==> src/rtl/nw_align_decoder_if.sv <==
// Handshake bundle for nw_align_decoder: traceback coordinate stream in,
// aligned-column stream out. The decoder takes the slave side.
interface nw_align_decoder_if #(
  parameter int CWIDTH      = 2,
  parameter int CORD_LENGTH = 8
) ();
  logic                   in_valid;
  logic                   in_ready;
  logic [CORD_LENGTH-1:0] in_x;
  logic [CORD_LENGTH-1:0] in_y;
  logic                   out_valid;
  logic                   out_ready;
  logic [CWIDTH-1:0]      out_c1;
  logic [CWIDTH-1:0]      out_c2;
  logic                   out_gap1;
  logic                   out_gap2;
  logic                   out_last;

  modport master (
    output in_valid, in_x, in_y, out_ready,
    input  in_ready, out_valid, out_c1, out_c2, out_gap1, out_gap2, out_last
  );

  modport slave (
    input  in_valid, in_x, in_y, out_ready,
    output in_ready, out_valid, out_c1, out_c2, out_gap1, out_gap2, out_last
  );
endinterface

==> src/rtl/nw_align_decoder.sv <==
// Needleman-Wunsch traceback decoder: turns a reverse coordinate walk into forward
// alignment columns via a LIFO. Optional score output with macro NW_ALIGN_SCORE_EN.
module nw_align_decoder #(
  parameter int LENGTH      = 10,
  parameter int CWIDTH      = 2,
  parameter int CORD_LENGTH = 8,
  parameter int SWIDTH      = 16,
  parameter int MATCH       = 1,
  parameter int MISMATCH    = -1,
  parameter int INDEL       = -1
) (
  input  logic                       clk,
  input  logic                       reset,
  input  logic [LENGTH*CWIDTH-1:0]   s1,
  input  logic [LENGTH*CWIDTH-1:0]   s2,
  nw_align_decoder_if.slave          bus,
  output logic                       done,
  output logic                       err
`ifdef NW_ALIGN_SCORE_EN
  ,
  output logic signed [SWIDTH-1:0]   score
`endif
);

  localparam int DEPTH = 2 * LENGTH - 1;
  localparam int CNT_W = $clog2(2 * LENGTH + 1);
  localparam int IDX_W = (DEPTH > 1) ? $clog2(DEPTH) : 1;
  localparam logic [CORD_LENGTH-1:0] LAST_IDX = CORD_LENGTH'(LENGTH - 1);
  localparam logic [CORD_LENGTH:0]   D_ONE    = (CORD_LENGTH+1)'(1);
  localparam longint WMAX = (longint'(1) << (SWIDTH - 1)) - 1;
  localparam longint WMIN = -WMAX - 1;

  // Reject configurations whose coordinates or weights cannot be represented.
  if (LENGTH < 2 || longint'(LENGTH - 1) >= (longint'(1) << CORD_LENGTH) ||
      SWIDTH < 2 || SWIDTH > 32 ||
      longint'(MATCH) > WMAX || longint'(MATCH) < WMIN ||
      longint'(MISMATCH) > WMAX || longint'(MISMATCH) < WMIN ||
      longint'(INDEL) > WMAX || longint'(INDEL) < WMIN) begin : g_bad_params
    $error("nw_align_decoder: unsupported parameter combination");
  end

  typedef enum logic [1:0] {FILL, DRAIN, DONE} state_t;

  typedef struct packed {
    logic              gap1;
    logic              gap2;
    logic [CWIDTH-1:0] c1;
    logic [CWIDTH-1:0] c2;
  } col_t;

  state_t                 state_q, state_d;
  logic                   in_ready_q, in_ready_d;
  logic                   have_prev_q, have_prev_d;
  logic [CORD_LENGTH-1:0] prev_x_q, prev_x_d, prev_y_q, prev_y_d;
  logic [CNT_W-1:0]       count_q, count_d;
  col_t                   out_col_q, out_col_d;
  logic                   out_valid_q, out_valid_d;
  logic                   out_last_q, out_last_d;
  logic                   done_q, done_d;
  logic                   err_q, err_d;
  col_t                   lifo_q [DEPTH];

  logic                   push0_en, push1_en;
  col_t                   col0, col1;
  logic [CNT_W-1:0]       n_push;
  logic [CORD_LENGTH:0]   dx, dy;
  logic                   step_corner, step_top, step_left, at_origin, in_hs;

  function automatic logic [CWIDTH-1:0] char_at(input logic [LENGTH*CWIDTH-1:0] s,
                                                 input logic [CORD_LENGTH-1:0] idx);
    logic [LENGTH*CWIDTH-1:0] t;
    t = s >> (CWIDTH * (LENGTH - 1 - int'(idx)));
    return t[CWIDTH-1:0];
  endfunction

  always_comb begin
    state_d     = state_q;
    have_prev_d = have_prev_q;
    prev_x_d    = prev_x_q;
    prev_y_d    = prev_y_q;
    count_d     = count_q;
    out_col_d   = out_col_q;
    out_valid_d = out_valid_q;
    out_last_d  = out_last_q;
    done_d      = done_q;
    err_d       = err_q;
    push0_en    = 1'b0;
    push1_en    = 1'b0;
    n_push      = '0;

    // Nine-bit differences so a step like 0 -> 255 is never mistaken for a legal move.
    dx          = {1'b0, prev_x_q} - {1'b0, bus.in_x};
    dy          = {1'b0, prev_y_q} - {1'b0, bus.in_y};
    step_corner = (dx == D_ONE) && (dy == D_ONE);
    step_top    = (dx == '0)    && (dy == D_ONE);
    step_left   = (dx == D_ONE) && (dy == '0);
    at_origin   = (bus.in_x == '0) && (bus.in_y == '0);
    in_hs       = bus.in_valid && in_ready_q;

    col0      = '0;
    col0.gap1 = step_left;
    col0.gap2 = step_top;
    if (!step_left) col0.c1 = char_at(s1, prev_y_q);
    if (!step_top)  col0.c2 = char_at(s2, prev_x_q);
    col1      = '0;
    col1.c1   = char_at(s1, '0);
    col1.c2   = char_at(s2, '0);

    unique case (state_q)
      FILL: begin
        if (in_hs) begin
          if (!have_prev_q) begin
            if (bus.in_x == LAST_IDX && bus.in_y == LAST_IDX) begin
              have_prev_d = 1'b1;
              prev_x_d    = bus.in_x;
              prev_y_d    = bus.in_y;
            end else begin
              err_d   = 1'b1;
              state_d = DONE;
            end
          end else if (!(step_corner || step_top || step_left)) begin
            err_d   = 1'b1;
            state_d = DONE;
          end else begin
            n_push = at_origin ? CNT_W'(2) : CNT_W'(1);
            if (count_q + n_push > CNT_W'(DEPTH)) begin
              err_d   = 1'b1;
              state_d = DONE;
            end else begin
              push0_en = 1'b1;
              push1_en = at_origin;
              count_d  = count_q + n_push;
              prev_x_d = bus.in_x;
              prev_y_d = bus.in_y;
              if (at_origin) state_d = DRAIN;
            end
          end
        end
      end
      DRAIN: begin
        // The bottom LIFO entry is the (LENGTH-1, LENGTH-1) column, so it carries last.
        if (count_q != '0 && (!out_valid_q || bus.out_ready)) begin
          out_valid_d = 1'b1;
          out_col_d   = lifo_q[IDX_W'(count_q - CNT_W'(1))];
          out_last_d  = (count_q == CNT_W'(1));
          count_d     = count_q - CNT_W'(1);
        end else if (out_valid_q && bus.out_ready) begin
          out_valid_d = 1'b0;
          if (out_last_q) begin
            out_last_d = 1'b0;
            done_d     = 1'b1;
            state_d    = DONE;
          end
        end
      end
      default: ;
    endcase

    in_ready_d = (state_d == FILL);
  end

  always_ff @(posedge clk) begin
    if (reset) begin
      state_q     <= FILL;
      in_ready_q  <= 1'b0;
      have_prev_q <= 1'b0;
      prev_x_q    <= '0;
      prev_y_q    <= '0;
      count_q     <= '0;
      out_col_q   <= '0;
      out_valid_q <= 1'b0;
      out_last_q  <= 1'b0;
      done_q      <= 1'b0;
      err_q       <= 1'b0;
    end else begin
      state_q     <= state_d;
      in_ready_q  <= in_ready_d;
      have_prev_q <= have_prev_d;
      prev_x_q    <= prev_x_d;
      prev_y_q    <= prev_y_d;
      count_q     <= count_d;
      out_col_q   <= out_col_d;
      out_valid_q <= out_valid_d;
      out_last_q  <= out_last_d;
      done_q      <= done_d;
      err_q       <= err_d;
    end
  end

  always_ff @(posedge clk) begin
    if (push0_en) lifo_q[IDX_W'(count_q)] <= col0;
    if (push1_en) lifo_q[IDX_W'(count_q + CNT_W'(1))] <= col1;
  end

`ifdef NW_ALIGN_SCORE_EN
  logic signed [SWIDTH-1:0] score_q, score_d;

  function automatic logic signed [SWIDTH-1:0] col_weight(input col_t c);
    if (c.gap1 || c.gap2) return SWIDTH'(INDEL);
    if (c.c1 == c.c2)     return SWIDTH'(MATCH);
    return SWIDTH'(MISMATCH);
  endfunction

  always_comb begin
    score_d = score_q;
    if (push0_en) score_d = score_d + col_weight(col0);
    if (push1_en) score_d = score_d + col_weight(col1);
  end

  always_ff @(posedge clk) begin
    if (reset) score_q <= '0;
    else       score_q <= score_d;
  end

  assign score = score_q;
`endif

  assign bus.in_ready  = in_ready_q;
  assign bus.out_valid = out_valid_q;
  assign bus.out_c1    = out_col_q.c1;
  assign bus.out_c2    = out_col_q.c2;
  assign bus.out_gap1  = out_col_q.gap1;
  assign bus.out_gap2  = out_col_q.gap2;
  assign bus.out_last  = out_last_q;
  assign done          = done_q;
  assign err           = err_q;

endmodule

==> src/flat_wrapper.sv <==
// flat-port wrapper written by rule: the top's interface ports become plain ports
module nw_align_decoder_flat 
#(
  parameter int LENGTH      = 10,
  parameter int CWIDTH      = 2,
  parameter int CORD_LENGTH = 8,
  parameter int SWIDTH      = 16,
  parameter int MATCH       = 1,
  parameter int MISMATCH    = -1,
  parameter int INDEL       = -1
)
  (clk, reset, s1, s2, done, err, bus_in_valid, bus_in_x, bus_in_y, bus_out_ready, bus_in_ready, bus_out_valid, bus_out_c1, bus_out_c2, bus_out_gap1, bus_out_gap2, bus_out_last);
  nw_align_decoder_if #(.CWIDTH(CWIDTH), .CORD_LENGTH(CORD_LENGTH)) bus_i ();
  input  logic clk;
  input  logic reset;
  input  logic [LENGTH*CWIDTH-1:0] s1;
  input  logic [LENGTH*CWIDTH-1:0] s2;
  output logic done;
  output logic err;
  input wire logic [$bits(bus_i.in_valid)-1:0] bus_in_valid;
  input wire logic [$bits(bus_i.in_x)-1:0] bus_in_x;
  input wire logic [$bits(bus_i.in_y)-1:0] bus_in_y;
  input wire logic [$bits(bus_i.out_ready)-1:0] bus_out_ready;
  output wire logic [$bits(bus_i.in_ready)-1:0] bus_in_ready;
  output wire logic [$bits(bus_i.out_valid)-1:0] bus_out_valid;
  output wire logic [$bits(bus_i.out_c1)-1:0] bus_out_c1;
  output wire logic [$bits(bus_i.out_c2)-1:0] bus_out_c2;
  output wire logic [$bits(bus_i.out_gap1)-1:0] bus_out_gap1;
  output wire logic [$bits(bus_i.out_gap2)-1:0] bus_out_gap2;
  output wire logic [$bits(bus_i.out_last)-1:0] bus_out_last;
  assign bus_i.in_valid = bus_in_valid;
  assign bus_i.in_x = bus_in_x;
  assign bus_i.in_y = bus_in_y;
  assign bus_i.out_ready = bus_out_ready;
  assign bus_in_ready = bus_i.in_ready;
  assign bus_out_valid = bus_i.out_valid;
  assign bus_out_c1 = bus_i.out_c1;
  assign bus_out_c2 = bus_i.out_c2;
  assign bus_out_gap1 = bus_i.out_gap1;
  assign bus_out_gap2 = bus_i.out_gap2;
  assign bus_out_last = bus_i.out_last;
  nw_align_decoder #(.LENGTH(LENGTH), .CWIDTH(CWIDTH), .CORD_LENGTH(CORD_LENGTH), .SWIDTH(SWIDTH), .MATCH(MATCH), .MISMATCH(MISMATCH), .INDEL(INDEL)) u_core (.clk(clk), .reset(reset), .s1(s1), .s2(s2), .bus(bus_i), .done(done), .err(err));
endmodule
==> config.mk <==
export PLATFORM = sky130hd
export DESIGN_NAME = nw_align_decoder_flat
export DESIGN_NICKNAME = d
export VERILOG_FILES = /design/src/rtl/nw_align_decoder_if.sv /design/src/rtl/nw_align_decoder.sv /design/src/flat_wrapper.sv
export SDC_FILE = /design/constraint.sdc
export NUM_CORES = 1
export LEC_CHECK = 0
export BUFFER_PORTS_ARGS = -buffer_cell sky130_fd_sc_hd__buf_2
export CORE_MARGIN = 2
export CORE_UTILIZATION = 54
export CTS_CLUSTER_DIAMETER = 40
export DETAILED_ROUTE_END_ITERATION = 7
export PLACE_DENSITY_LB_ADDON = 0.25
export SLEW_MARGIN = 0
export SYNTH_ARGS = -nofsm -noshare
export SYNTH_HDL_FRONTEND = slang
export SYNTH_SLANG_ARGS = --single-unit
==> constraint.sdc <==
create_clock -name clk -period 4.1 [get_ports clk]
set_input_delay 0.615 -clock clk [delete_from_list [all_inputs] [get_ports clk]]
set_output_delay 0.615 -clock clk [all_outputs]
set_load 0.005 [all_outputs]
# Yosys cells after proc, flatten, opt, wreduce, memory -nomap -nowiden
# Memory sizes are Yosys's and may differ from the RTL's. A register that Yosys moved wholly into a read port is not among the register bits.
# Cells that the tools add are included.
[totals]
ff_bits = 29
mem_bits_rw = 114
in_bits = 60
out_inout_bits = 11
elab_cells = 116
memories = 1
[mem_list]
columns = ["name", "words", "word_bits", "rd", "rd_clocked_by_memory_dff", "wr", "line_no", "rtl"]
rows = [
  ["u_core.lifo_q", 19, 6, 1, 1, 2, "nw_align_decoder.sv:61", "col_t lifo_q [DEPTH];"],
]
[classes]
addsub = 7
order_cmp = 1
n_eq_ne = 15
n_shift = 2
muxes = 50
n_bitwise = 1
n_reduce_logical = 29
[op_table]
columns = ["operator", "count"]
rows = [
  ["$mux W8", 8],
  ["$shr A20 B32 Y2", 2],
  ["$mux W5", 5],
  ["$mux W2", 12],
  ["$mux W1", 23],
  ["$eq A9 B1 Y1 const B", 2],
  ["$logic_not A9 Y1", 2],
  ["$sub A4 B8 Y9 const A", 2],
  ["$sub A8 B8 Y9", 2],
  ["$eq A8 B4 Y1 const B", 2],
  ["$logic_not A8 Y1", 2],
  ["$ne A2 B1 Y1 const B", 5],
  ["$pmux W5 S2", 1],
  ["$logic_and A1 B1 Y1", 8],
  ["$reduce_and A4 Y1", 2],
  ["$ne A2 B2 Y1 const B", 3],
  ["$reduce_and A2 Y1", 3],
  ["$reduce_and A6 Y1", 1],
  ["$reduce_bool A2 Y1", 3],
  ["$add A5 B1 Y5 const B", 1],
  ["$add A5 B5 Y5", 1],
  ["$eq A5 B1 Y1 const B", 1],
  ["$gt A5 B5 Y1 const B", 1],
  ["$reduce_and A5 Y1", 1],
  ["other kinds (9)", 12],
]

# Longest topological paths before layout
[depth]
ltp_word = 12
depth_mapped = 16
mapped_depth_nobuf = 13

# Worst setup path after synthesis
# No wires, ideal clock.
[synth_timing]
kind = "input port to flip-flop"
start = "in bus_in_x[1]"
end = "mem u_core.lifo_q[1][0] (netlist bit), enable pin"
setup_time_ns = 0.361
t_arrival_ns = 3.832
required_time_ns = 3.739
setup_slack_ns = -0.093
stages = 16
n_path_buf = 4
cell_sequence = "nor4_1 nand3_1 nand2b_1 ha_1 fa_1 nand2_1 o311a_1 o21ai_1 or2_2 clkbuf_1 nor3_1 clkbuf_1 buf_2 buf_2 nand3_1 o21ai_0"
[synth_lines]
columns = ["element", "line_no", "rtl"]
rows = [
  ["from (decl)", "flat_wrapper.sv:21", "input wire logic [$bits(bus_i.in_x)-1:0] bus_in_x;"],
  ["to (decl)", "nw_align_decoder.sv:61", ""],
]

==> metrics.txt <==
DR iter-0 viols 970; via/cell ratio 6.366; internal power 2.405 mW; Post-synth EDFFs 76; Final min period 3.760 ns; met2 Use GR 47.01%; worst vdd ir 297.4 uV; Die Span Y 137.5 um; Sequential Power Share 48.7%; CORE AREA 17360 um2; worst-path fanout max 29; sequential share of the synthesized area 38.93%; Die X 137.5 um; share of cells above drive strength 1 25.29%; Slew HR 13.18%; htree depth 4; Slowest cell on crit path o21ai_0; Slew Viols, Final 0; CP peak stage delay 0.48 ns; all-layer global routing usage 28.76%; WP data arrival 3.82 ns; Num Clock Sinks 149; Async SR Flop Fraction 0%; Syn Nets 1048; Req. time, crit path 4.16 ns; clock network fraction of total power 45.8%; post-layout instance area 11080 um2; remaining antenna violation count after routing 0; Hold Fails Final Rpt 0; most frequent cell after synthesis nor2_1; Yosys top cell area share 23.73%; Mapped Cells 960; status complete, no violations; hpwl dp 18820 um; flops & latches, synth 149; Synth warnings 0; number of diodes 0; Starting Density 55.41%; Post-synth top cells nor2_1, edfxtp_1, dfxtp_1; Setup CP Type input port to flip-flop; Combinational Power Share 5.5%; RSZ-0062 raised after global routing false; placed inst area 10530 um2; Syn Std Cell Area 9617 um2; Syn Area/Cell 10.02 um2; non-filler instance count after layout 1269; Sw Share 24.57%; initial antenna violation count 0; grt met3 use 4.893%; vias 8079; library cells used by synthesis 70; DRT Pass-1 Iters 5; pwr/cell area 287.8 nW/um2; clock skew 0.01071 ns; met1 Use GR 37.71%; Hold Path Class flip-flop to flip-flop; # placed instances 1237; crit path cell chain buf_2 -> nor4_1 -> nand3_1 -> nand2b_1 -> ha_1 -> fa_1 -> o31ai_1 -> o21ai_2 -> buf_4 -> nor3_2 -> buf_12 -> nand2_1 -> o21ai_0; maximum clock frequency 266.0 MHz; # port buffers 70; Post-route DRC 0; total CTS buffers 17; post-layout net count 1119; leading post-synthesis cells by cell area edfxtp_1, dfxtp_1, mux4_2; hold buffers post-CTS 0; Remaining Overflow, GRT 0; Final Core Density 63.83%; Final TNS setup 0 ns; Clock transition at path regs 0.06 ns; GR peak layer met2; synth-to-layout area growth 15.21%; Root Driver clkbuf_16; CTS tree yes; crit end category flip-flop; Post-Route WL 26090 um; flop2flop setup slack 0.50 ns; final setup fails 0; vias in the first global route 7647; Main synth FF type edfxtp_1; largest net degree at the start of global routing 36; io pins 71; drt wl/cell 20.56 um; CTS resizes 0; switching power 783.5 uW; Fill cells 1371; Die ar. 18890 um2; first-pass GRT wire length 41210 um; Clock Latency Late Sink 0.43 ns; Final Cycle Share 91.71%; P_leak 4.011 nW; Slew @ Worst Pin 1.302 ns; Core Rows 48; Critical Path Start Type input port; Placer Congestion 0.9061; CTS max path bufs 2; max cap viols 0; Post-CTS Setup Inserts 0; dominant cell type by area after synthesis edfxtp_1
[critical path: cells and delay by family]
kind | cells | cell delay, ns
AND/OR/NAND/NOR | 5 | 1.17
adder cells (fa/ha/maj) | 2 | 0.70
buffers and inverters | 3 | 0.48
AO/OA/AOI/OAI | 3 | 0.85
[placed cells by master (no fill, tap or decap), types with 9 or more instances in the layout]
cell type / synthesis / layout
a22o_1: 36 / 36
nor2_1: 87 / 87
nor4_1: 9 / 9
a211oi_1: 15 / 15
ha_1: 25 / 25
edfxtp_1: 76 / 76
clkbuf_16: 0 / 17
nand2_1: 60 / 60
buf_4: 1 / 64
or2_2: 14 / 14
nand4_1: 55 / 55
nand2b_1: 10 / 10
nand3_1: 17 / 17
mux2i_1: 71 / 71
inv_1: 39 / 39
buf_2: 18 / 70
a21oi_1: 31 / 31
nor4_4: 9 / 9
dfxtp_1: 73 / 72
nor3_1: 11 / 9
and3_1: 31 / 31
mux4_2: 38 / 38
o21ai_0: 45 / 45
[cells by family (layout without fill, tap and decap cells)]
logic type                 count (synthesis)  in the layout  share of synthesized area, %
muxes                                    110            110                         16.41
DFF                                      149            149                         38.93
xor gates and xnor gates                  12             12                         1.093
and+or+nand+nor                          341            341                         20.24
AOI/OAI and AO/OA                        190            190                         13.87
buffers and inverters                    130            214                         5.582
adders and majority gates                 28             28                         3.877
[power groups by stage]
stage	clock network (mW)	registers, mW	logic, mW
after CTS	1.47	1.55	0.172
after floorplan	0	1.59	0.0978
after global routing	1.53	1.55	0.188
final	1.46	1.55	0.174
after detailed placement	0	1.59	0.172
after global placement	0	1.59	0.171
[flip-flops by register name, summed over array words and instances, names as in the netlist, 2 cells and up]
register / flops
u_core.bus.out_c2: 2
u_core.prev_x_q: 8
u_core.prev_y_q: 8
u_core.lifo_q: 114
u_core.state_q: 2
u_core.count_q: 5
u_core.bus.out_c1: 2
[area by class of cell]
class	count	area, um2	area share [%]
Multi-Input combinational cell	681	5359	48.37
Timing Repair Buffer	142	991.0	8.944
Clock inverter	14	123.9	1.118
Clock buffer	18	429.2	3.874
Tap cell	225	281.5	2.541
Inverter	40	150.1	1.355
Sequential cell	149	3745	33.80
[per-layer routing]
layer,routed length [um],up-vias
met3,2130,58
met4,802,0
met2,12450,370
met1,10710,3849
li1,-,3802
met5,0,-
[final timing paths]
path | endpoint | depth (start not counted) | from
max | u_core.lifo_q[5][1] | 13 | bus_in_y[7]
min | u_core.err | 2 | u_core.err
max reg2reg | u_core.lifo_q[14][4] | 12 | u_core.prev_y_q[0]
min reg2reg | u_core.err | 2 | u_core.err
[per-stage QoR]
| step | setup slack (ns) | hold slack, ns | total power, mW |
|---|---|---|---|
| floorplan | 0.02793 | 0.4421 | 1.685 |
| global placement | 0.07853 | 0.4299 | 1.758 |
| detailed placement | -0.02252 | 0.4360 | 1.759 |
| CTS | 0.3854 | 0.4457 | 3.193 |
| global route | 0.1115 | 0.4744 | 3.270 |
| finish | 0.3400 | 0.4411 | 3.188 |
(Power assumes the default switching activity.)
